===== src/rtl/popcount_seq.sv =====
// Sequential popcount: one 3-bit chunk per cycle, LSB chunk first, valid/ready on both sides.
// Optional POPCOUNT_SEQ_EARLY_EXIT_EN ends RUN as soon as the remaining chunks are all zero.
module popcount_seq #(
  parameter  int WIDTH  = 16,
  localparam int NCHUNK = (WIDTH + 2) / 3,
  localparam int CW     = $clog2(WIDTH + 1)
) (
  input  logic             clk,
  input  logic             reset,
  input  logic             in_valid,
  output logic             in_ready,
  input  logic [WIDTH-1:0] in_data,
  output logic             out_valid,
  input  logic             out_ready,
  output logic [CW-1:0]    out_count,
  output logic             busy
);
  localparam int SW = 3 * NCHUNK;
  localparam int IW = (NCHUNK > 1) ? $clog2(NCHUNK) : 1;

  typedef enum logic [1:0] {IDLE, RUN, DONE} state_t;

  state_t        state, state_nx;
  logic [SW-1:0] sh, rem;
  logic [CW-1:0] acc, acc_nx;
  logic [IW-1:0] idx;
  logic [1:0]    csum;
  logic          run_last;

  always_comb begin
    csum   = {1'b0, sh[0]} + {1'b0, sh[1]} + {1'b0, sh[2]};
    acc_nx = acc + CW'(csum);
    rem    = sh >> 3;
`ifdef POPCOUNT_SEQ_EARLY_EXIT_EN
    run_last = (idx == IW'(NCHUNK - 1)) || (rem == '0);
`else
    run_last = (idx == IW'(NCHUNK - 1));
`endif
  end

  always_ff @(posedge clk) begin
    if (reset) state <= IDLE;
    else       state <= state_nx;
  end

  always_comb begin
    state_nx  = state;
    in_ready  = 1'b0;
    out_valid = 1'b0;
    busy      = 1'b0;
    case (state)
      IDLE: begin
        in_ready = 1'b1;
        if (in_valid) state_nx = RUN;
      end
      RUN: begin
        busy = 1'b1;
        if (run_last) state_nx = DONE;
      end
      DONE: begin
        busy      = 1'b1;
        out_valid = 1'b1;
        if (out_ready) state_nx = IDLE;
      end
      default: state_nx = IDLE;
    endcase
  end

  // out_count is its own register so it holds across the next word's accumulation
  always_ff @(posedge clk) begin
    if (reset) begin
      sh        <= '0;
      acc       <= '0;
      idx       <= '0;
      out_count <= '0;
    end else begin
      case (state)
        IDLE: if (in_valid) begin
          sh  <= SW'(in_data);
          acc <= '0;
          idx <= '0;
        end
        RUN: begin
          sh  <= rem;
          acc <= acc_nx;
          idx <= idx + IW'(1);
          if (run_last) out_count <= acc_nx;
        end
        default: ;
      endcase
    end
  end
endmodule


===== config.mk =====
export PLATFORM = sky130hd
export DESIGN_NAME = popcount_seq
export DESIGN_NICKNAME = d
export VERILOG_FILES = /design/src/rtl/popcount_seq.sv
export SDC_FILE = /design/constraint.sdc
export NUM_CORES = 1
export LEC_CHECK = 0
export CAP_MARGIN = 20
export CORE_MARGIN = 3
export CORE_UTILIZATION = 58
export CTS_BUF_LIST = sky130_fd_sc_hd__clkbuf_2
export CTS_CLUSTER_DIAMETER = 60
export DETAILED_ROUTE_END_ITERATION = 6
export PLACE_DENSITY = 0.88
export SETUP_SLACK_MARGIN = 0.5
export SLEW_MARGIN = 5
export SYNTH_ARGS = -nofsm -noshare
export SYNTH_HDL_FRONTEND = slang
export SYNTH_SLANG_ARGS = --single-unit

===== constraint.sdc =====
create_clock -name clk -period 6 [get_ports clk]
set_input_delay 1.2 -clock clk [delete_from_list [all_inputs] [get_ports clk]]
set_output_delay 1.2 -clock clk [all_outputs]
set_load 0.01 [all_outputs]

==> results of run 1 <==
==> power breakdown <==
group	total, µW	internal, µW	leakage, µW	switching (µW)
registers	244	227	0.000254	16.6
logic	150	65.1	0.000480	84.7
clock network	97.4	28.0	0.0000281	69.4
total	491	321	0.000762	171
==> synthesized netlist by cell type (all sizes together) <==
cell and number:
nor2 56, dfxtp 31, inv 14, a211oi 9
a31oi 8, buf 8, nor4 8, ha 7
mux2i 7, a21oi 6, clkbuf 6, nand2 5
nand2b 5, o21ai 5, a22oi 3, nor2b 3
nor3 3, a2bb2oi 2, and2 2, fa 2
nand3b 2, o31ai 2, a32oi 1, and3 1
mux2 1, nand3 1, nor3b 1, xnor2 1
==> metrics by stage <==
stage	setup WS (ns)	utilization	cells	power (µW)	instance area, µm²
after floorplan	3.86	-	200	360	1630
after global placement	2.85	0.725	243	388	1860
after detailed placement	2.76	0.731	244	396	1880
after CTS	2.58	0.746	252	493	1910
after global routing	2.41	0.746	252	525	1910
final	2.60	0.746	252	491	1910
==> logic make-up after synthesis <==
logic type | share of synthesized area
AND/OR/NAND/NOR | 0.241
XOR/XNOR | 0.00538
multiplexers | 0.0499
flip-flops | 0.381
buffers and inverters | 0.0783
AO/OA/AOI/OAI | 0.166
adder cells (fa/ha/maj) | 0.0783
==> routing by layer <==
layer	wire (µm)	track usage	vias to the layer above
li1	-	-	716
met1	1490	0.249	669
met3	199	0.0697	10
met4	89	0.146	0
met5	0	0	-
met2	1790	0.377	45
==> worst register-to-register path, cell delays in order, from the launching register on <==
cell,delay [ns]
dfxtp_1,0.34
inv_1,0.11
ha_1,0.71
nand2b_1,0.44
nand2_1,0.44
nor2_1,0.08
nor4_1,0.28
==> final cells by class <==
type                    instances  area share
inverters                      14      0.0275
repair buffers                 28       0.149
multi-input cells             141       0.460
flip-flops and latches         31       0.324
well taps                      30      0.0196
clock inverters                 2     0.00392
clock buffers                   6      0.0157
==> state kept, by name (all words and copies together) (netlist names) <==
name and count:
acc 5, idx 3, out_count 5, sh 16, state 2
==> final timing paths <==
path	to	slack, ns	cells after the start
worst max register to register	sh[6]	3.53	6
worst max-delay path	in_ready	2.60	3
worst min-delay path	out_count[2]	0.48	2
worst min register to register	out_count[2]	0.48	2
==> impl_metrics.py, run 1 <==
metrics = {
    "outcome": {
        "outcome": "finished, final reports clean",
    },
    "synthesis": {
        "synth_nets": 229,
        "synth_cells": 200,
        "synth_warnings": 0,
        "synth_area_leader_cell": "dfxtp_1",
        "netlist_area_um2": 1630,
        "ys_seq_area_frac": 0.381,
        "ys_top_cells_by_area": "dfxtp_1 (38%), nor2_1 (13%), ha_1 (5.4%)",
        "netlist-cell-type-count": 32,
        "yosys.area.top_type_share": 0.381,
        "ys_seq_elements": 31,
        "syn_area_per_cell_um2": 8.15,
    },
    "die": {
        "start_util": 0.635,
        "die_h_um": 59.0,
        "die_w_um": 59.0,
        "pin_count": 28,
        "dieArea_um2": 3480,
        "design.core.area_um2": 2570,
        "rows": 18,
    },
    "sta": {
        "fin_crit_ns": 3.40,
        "drv_slew": 0,
        "setup_viol": 0,
        "finalSetupTns_ns": 0,
        "fin_hold_ws_ns": 0.483,
        "hold_viol": 0,
        "worst_pin_slew_ns": 0.993,
        "post-route-period-util": 0.566,
        "skew_ns": 0.0179,
        "fmax_mhz": 294,
        "slew_headroom": 0.338,
        "rsz0062_at_grt": "false",
    },
    "layout": {
        "nets": 250,
        "final_cell_mix": "nor2_1 (55), dfxtp_1 (31), clkdlybuf4s50_1 (27)",
        "multi_input_area_um2": 881,
        "syn_to_final_growth_pct": 17.5,
        "insertedDiodeCount": 0,
        "layout_commonest_cell": "nor2_1",
        "fill_cells": 203,
        "drive_above_1_share": 0.0721,
        "regArea_um2": 621,
    },
    "worst_hold_path": {
        "hold_path_class": "flip-flop to flip-flop",
        "hp-start": "out_count[2]",
    },
    "critical_path": {
        "cp.buffers_inverters": 2,
        "startpoint": "state[1]",
        "cp.arrival_ns": 2.20,
        "cp.required_ns": 4.80,
        "path_class": "flip-flop to output port",
        "startpoint_type": "flip-flop",
        "crit_path_end_kind": "output port",
        "critical_path.slowest_cell": "ha_1",
        "crit_chain": "inv_1, ha_1, clkdlybuf4s50_1",
        "reg2reg_from": "state[1]",
        "max_stage_delay_ns": 0.71,
        "path_delay_family": "buffers and inverters",
        "crit_fanout": 25,
    },
    "routing": {
        "antenna_left": 0,
        "wl_per_cell_um": 14.2,
        "drt-total-wl_mm": 3.57,
        "drt-initial-drc-count": 47,
        "num_vias": 1440,
        "route.detailed.drc": 0,
        "via_per_inst": 5.71,
        "first_pass_iters": 4,
    },
    "cts": {
        "clk_pin_slew_ns": 0.15,
        "clock_path_buffers": 2,
        "cts_htree_levels": 2,
        "ctsRootBufferMaster": "clkbuf_2",
        "cts_buffers": 5,
        "cts_tree": "done",
        "hold_buffers": 0,
        "post_cts_resized": 0,
        "cts_setup_buffers": 0,
        "clk_latency_ns": 0.37,
        "clock-sinks": 31,
    },
    "grt": {
        "grt_pass1_wl_mm": 5.91,
        "grt_pass1_vias": 1437,
        "grt_overflow_total": 0,
        "antenna_found_initial": 0,
        "grt_max_degree": 26,
        "gr-usage-all-layers": 0.227,
    },
    "job": {
        "max_cap_viol_count": 0,
    },
    "placed_design": {
        "place_hpwl_mm": 2.50,
        "port_buffers": 27,
        "routabilityCongestion": 0.764,
    },
    "power_and_ir_drop": {
        "vdd_drop_max_v": 0.000207,
        "powerDensity_nw_per_um2": 257,
        "p_leak_uw": 0.000762,
    },
}
(Power assumes the default switching activity.)
==> run 2, diff against run 1 <==
--- a/config.mk
+++ b/config.mk
@@ -7,11 +7,11 @@
 export LEC_CHECK = 0
 export CAP_MARGIN = 20
 export CORE_MARGIN = 3
-export CORE_UTILIZATION = 58
+export CORE_UTILIZATION = 54
 export CTS_BUF_LIST = sky130_fd_sc_hd__clkbuf_2
 export CTS_CLUSTER_DIAMETER = 60
 export DETAILED_ROUTE_END_ITERATION = 6
-export PLACE_DENSITY = 0.88
+export PLACE_DENSITY = 0.83
 export SETUP_SLACK_MARGIN = 0.5
 export SLEW_MARGIN = 5
 export SYNTH_ARGS = -nofsm -noshare
==> constraint.sdc (replaced) <==
create_clock -name clk -period 3.45 [get_ports clk]
set_input_delay 0.69 -clock clk [delete_from_list [all_inputs] [get_ports clk]]
set_output_delay 0.69 -clock clk [all_outputs]
set_load 0.01 [all_outputs]
==> impl_metrics.py, run 2 (synthesis results as in run 1) <==
metrics = {
    "sta": {
        "skew_ns": 0.0220,
        "slew_headroom": 0.473,
        "finalSetupTns_ns": 0,
        "fin_crit_ns": 2.50,
        "worst_pin_slew_ns": 0.791,
        "fin_hold_ws_ns": 0.492,
        "rsz0062_at_grt": "false",
        "post-route-period-util": 0.724,
        "hold_viol": 0,
        "drv_slew": 0,
        "fmax_mhz": 400,
        "setup_viol": 0,
    },
    "worst_hold_path": {
        "whs_endpoint": "out_count[2]",
        "hold_path_class": "flip-flop to flip-flop",
        "holdPathStages": 2,
        "hp-start": "out_count[2]",
    },
    "placed_design": {
        "placed_area_um2": 1890,
        "place_hpwl_mm": 2.57,
        "routabilityCongestion": 0.868,
        "port_buffers": 27,
        "dp.cells": 248,
    },
    "die": {
        "die_w_um": 60.9,
        "start_util": 0.581,
        "die_h_um": 60.9,
        "design.core.area_um2": 2810,
        "rows": 19,
        "dieArea_um2": 3710,
        "pin_count": 28,
    },
    "grt": {
        "grt_max_degree": 26,
        "grt_pass1_vias": 1286,
        "antenna_found_initial": 0,
        "grt_overflow_total": 0,
        "gr-usage-all-layers": 0.203,
        "grt_pass1_wl_mm": 5.49,
    },
    "power_and_ir_drop": {
        "p_leak_uw": 0.000770,
        "vdd_drop_max_v": 0.000291,
        "powerDensity_nw_per_um2": 449,
    },
    "layout": {
        "fill_cells": 245,
        "stdcell_area_um2": 1930,
        "top_regs": "sh (16), acc (5), out_count (5)",
        "layout_commonest_cell": "nor2_1",
        "largest_register": "sh",
        "regArea_um2": 621,
        "drive_above_1_share": 0.0844,
        "nets": 253,
        "largest_reg_flops": 16,
        "insertedDiodeCount": 0,
        "fin_cells": 256,
        "final_cell_mix": "nor2_1 (55), dfxtp_1 (31), clkdlybuf4s50_1 (27)",
        "multi_input_area_um2": 881,
        "post-route-util": 0.689,
        "syn_to_final_growth_pct": 18.7,
    },
    "job": {
        "max_cap_viol_count": 0,
    },
    "critical_path": {
        "cp.required_ns": 2.76,
        "critical_path.slowest_cell": "clkdlybuf4s50_1",
        "path_delay_family": "buffers and inverters",
        "rr_endpoint": "acc[4]",
        "reg2reg_depth": 8,
        "path_class": "flip-flop to output port",
        "cp.arrival_ns": 1.81,
        "max_stage_delay_ns": 0.58,
        "cp.buffers_inverters": 3,
        "crit_chain": "inv_1, ha_1, buf_4, clkdlybuf4s50_1",
        "crit_fanout": 25,
        "cp.depth": 4,
        "startpoint_type": "flip-flop",
        "crit_path_end_kind": "output port",
        "reg2reg_from": "sh[0]",
        "reg2reg_slack_ns": 1.12,
    },
    "cts": {
        "cts_tree": "done",
        "clock_path_buffers": 2,
        "clock-sinks": 31,
        "clk_pin_slew_ns": 0.17,
        "hold_buffers": 0,
        "cts_setup_buffers": 0,
        "ctsRootBufferMaster": "clkbuf_2",
        "clk_latency_ns": 0.38,
        "cts_htree_levels": 2,
        "post_cts_resized": 0,
        "cts_buffers": 5,
    },
    "routing": {
        "drt-initial-drc-count": 42,
        "drt-total-wl_mm": 3.48,
        "via_per_inst": 5.66,
        "wl_per_cell_um": 13.6,
        "antenna_left": 0,
        "route.detailed.drc": 0,
        "first_pass_iters": 4,
        "num_vias": 1450,
    },
    "outcome": {
        "outcome": "finished, final reports clean",
    },
}
-- run 2: cell count changes in the layout (fill, tap and decap cells not counted), sizes merged --
cell      previous run  this run
clkinvlp             0         1
clkbuf               6         5
buf                  1         4
-- run 2: metrics by stage --
step                      total power [µW]  setup WS (ns)
after floorplan                        626           1.31
after global placement                 684          0.814
after detailed placement               700          0.754
after CTS                              873          0.938
after global routing                   924          0.841
final                                  869          0.953
-- run 2: routing by layer --
layer  vias up  routed length, µm  track usage
li1        726                  -            -
met1       685               1470        0.212
met2        31               1800        0.369
met3         8                148       0.0681
met4         0                 68       0.0867
met5         -                  0            0
-- run 2: worst min-delay path: cells and delay by family, from the launching register on --
family	cells	cell delay (ns)
AOI/OAI and AO/OA	1	0.06
DFF	1	0.35
and+or+nand+nor	1	0.06
-- run 2: report_power, final --
| part | switching (µW) | internal [µW] |
|---|---|---|
| logic | 149 | 119 |
| clock network | 131 | 45.1 |
| registers | 29.3 | 396 |
| total | 309 | 560 |
-- run 2: worst max-delay path by stage --
stage             start       end  slack (ns)
2_1_floorplan     sh[0]    acc[4]        1.31
3_3_place_gp   in_valid    idx[0]        0.81
3_5_place_dp   in_valid    idx[0]        0.75
4_1_cts        state[0]  in_ready        0.94
5_1_grt        state[1]  in_ready        0.84
6_report       state[0]  in_ready        0.95
-- run 2: final cells by class --
class                   instances  area share
multi-input cells             141       0.456
flip-flops and latches         31       0.321
repair buffers                 31       0.155
inverters                      14      0.0272
well taps                      31      0.0201
clock buffers                   5      0.0129
clock inverters                 3     0.00777
==> run 3, diff against run 2 <==
==> constraint.sdc (replaced) <==
create_clock -name clk -period 2.4 [get_ports clk]
set_input_delay 0.48 -clock clk [delete_from_list [all_inputs] [get_ports clk]]
set_output_delay 0.48 -clock clk [all_outputs]
set_load 0.01 [all_outputs]
==> impl_metrics.py, run 3 (synthesis results as in run 1) <==
metrics = {
    "critical_path": {
        "reg2reg_depth": 8,
        "path_class": "flip-flop to flip-flop",
        "path_delay_family": "adder cells",
        "crit_path_end_kind": "flip-flop",
        "critical_path.slowest_cell": "fa_1",
        "reg2reg_from": "sh[0]",
        "cp.buffers_inverters": 1,
        "cp.required_ns": 2.69,
        "cp.arrival_ns": 2.50,
        "crit_fanout": 3,
        "startpoint_type": "flip-flop",
        "crit_chain": "fa_1, ha_2, inv_2, fa_2, nand3b_1, and2_4, o21ai_2, a21oi_2",
        "rr_endpoint": "acc[4]",
        "max_stage_delay_ns": 0.53,
        "reg2reg_slack_ns": 0.19,
    },
    "placed_design": {
        "place_hpwl_mm": 2.61,
        "port_buffers": 27,
        "pre_cts_slack_ns": 0.201,
        "placed_area_um2": 1940,
        "routabilityCongestion": 0.846,
        "dp.cells": 252,
    },
    "sta": {
        "worst_slack_ns": 0.193,
        "finalSetupTns_ns": 0,
        "fmax_mhz": 453,
        "slew_headroom": 0.683,
        "skew_ns": 0.0136,
        "drv_slew": 0,
        "hold_viol": 0,
        "worst_pin_slew_ns": 0.474,
        "fin_crit_ns": 2.21,
        "setup_viol": 0,
        "rsz0062_at_grt": "true",
        "post-route-period-util": 0.920,
    },
    "worst_hold_path": {
        "whs_endpoint": "out_count[4]",
        "hp-start": "out_count[4]",
        "holdPathStages": 2,
        "hold_path_class": "flip-flop to flip-flop",
    },
    "routing": {
        "wl_per_cell_um": 14.2,
        "drt-total-wl_mm": 3.74,
        "first_pass_iters": 4,
        "antenna_left": 0,
        "route.detailed.drc": 0,
        "drt-initial-drc-count": 92,
        "num_vias": 1500,
        "via_per_inst": 5.68,
    },
    "power_and_ir_drop": {
        "powerDensity_nw_per_um2": 633,
        "p_sw_uw": 456,
        "clkPwrFrac": 0.204,
        "combinationalPowerShare": 0.328,
        "seqPwrFrac": 0.469,
        "vdd_drop_max_v": 0.000361,
        "p_leak_uw": 0.000833,
        "swShare": 0.350,
        "internal-power_uw": 847,
    },
    "cts": {
        "clk_pin_slew_ns": 0.16,
        "cts_tree": "done",
        "clock_path_buffers": 2,
        "cts_htree_levels": 2,
        "clk_latency_ns": 0.40,
        "clock-sinks": 31,
        "hold_buffers": 0,
        "cts_buffers": 5,
        "ctsRootBufferMaster": "clkbuf_2",
    },
    "layout": {
        "largest_reg_flops": 16,
        "largest_register": "sh",
        "fill_cells": 211,
        "drive_above_1_share": 0.202,
        "fin_cells": 264,
        "insertedDiodeCount": 0,
        "syn_to_final_growth_pct": 26.4,
        "layout_commonest_cell": "nor2_1",
        "final_cell_mix": "nor2_1 (54), dfxtp_1 (26), clkdlybuf4s50_1 (24)",
        "stdcell_area_um2": 2060,
        "nets": 261,
        "top_regs": "sh (16), acc (5), out_count (5)",
    },
    "job": {
        "max_cap_viol_count": 0,
    },
    "grt": {
        "grt_pass1_wl_mm": 6.20,
        "antenna_found_initial": 0,
        "grt_overflow_total": 0,
        "gr-usage-all-layers": 0.231,
        "grt_max_degree": 23,
        "grt_pass1_vias": 1461,
    },
    "die": {
        "start_util": 0.581,
        "die_w_um": 60.9,
        "pin_count": 28,
        "die_h_um": 60.9,
        "rows": 19,
        "dieArea_um2": 3710,
        "design.core.area_um2": 2810,
    },
    "outcome": {
        "outcome": "finished, final reports clean",
    },
}
==> run 3: cell types whose count changed in the layout (fill, tap and decap cells not counted), moves of 3 or more <==
| cell | change |
|---|---|
| buf_4 | +6 |
| clkdlybuf4s50_1 | -3 |
| o21ai_0 | -3 |
| dfxtp_2 | +5 |
| dfxtp_1 | -5 |
| clkbuf_2 | +3 |
==> run 3: worst max-delay path by stage <==
| stage | from | end | slack, ns | cells past startpoint |
|---|---|---|---|---|
| 5_1_grt | sh[0] | acc[2] | 0.10 | 9 |
| 4_1_cts | acc[0] | acc[4] | 0.21 | 8 |
| 3_3_place_gp | sh[0] | acc[4] | 0.31 | 8 |
| 6_report | sh[0] | acc[4] | 0.19 | 8 |
| 2_1_floorplan | sh[0] | acc[4] | 0.36 | 8 |
| 3_5_place_dp | sh[0] | acc[4] | 0.20 | 8 |
==> run 3: tightest hold or removal path: stages, from the launching register on <==
cell,delay (ns)
dfxtp_1,0.34
nor2_1,0.09
a211oi_1,0.05
==> run 3: final cells by class <==
type / count / area (µm²) / area share
Multi-Input combinational cell: 141 / 931 / 0.452
Sequential cell: 31 / 627 / 0.304
Timing Repair Buffer: 39 / 370 / 0.180
Inverter: 14 / 52.6 / 0.0255
Tap cell: 31 / 38.8 / 0.0188
Clock buffer: 7 / 35.0 / 0.0170
Clock inverter: 1 / 5.00 / 0.00243
==> run 3: stage by stage <==
step | total power [µW] | utilization | hold WS [ns]
2_1_floorplan | 901 | - | 0.459
3_3_place_gp | 995 | 0.691 | 0.461
3_5_place_dp | 1020 | 0.691 | 0.491
4_1_cts | 1290 | 0.722 | 0.512
5_1_grt | 1390 | 0.734 | 0.538
6_report | 1300 | 0.734 | 0.509
==> run 3: timing repair <==
item | in CTS | in global routing
pin swaps | 11 | 8
setup endpoints to repair | 14 | 20
gates resized for setup | 15 | 12
endpoints found under the hold margin | 0 | 0
buffers inserted | 3 | 1
==> run 3: power groups by stage <==
stage	clock network [µW]	registers, µW	logic [µW]
6_report	265	611	427
5_1_grt	298	618	475
4_1_cts	265	609	415
3_5_place_dp	0	619	401
3_3_place_gp	0	615	380
2_1_floorplan	0	609	292
==> run 3: routing by layer <==
metal	wire length, µm	vias up	GRT usage
met5	0	-	0
met4	112	0	0.124
met3	195	12	0.0872
met2	1890	48	0.389
met1	1550	700	0.249
li1	-	740	-
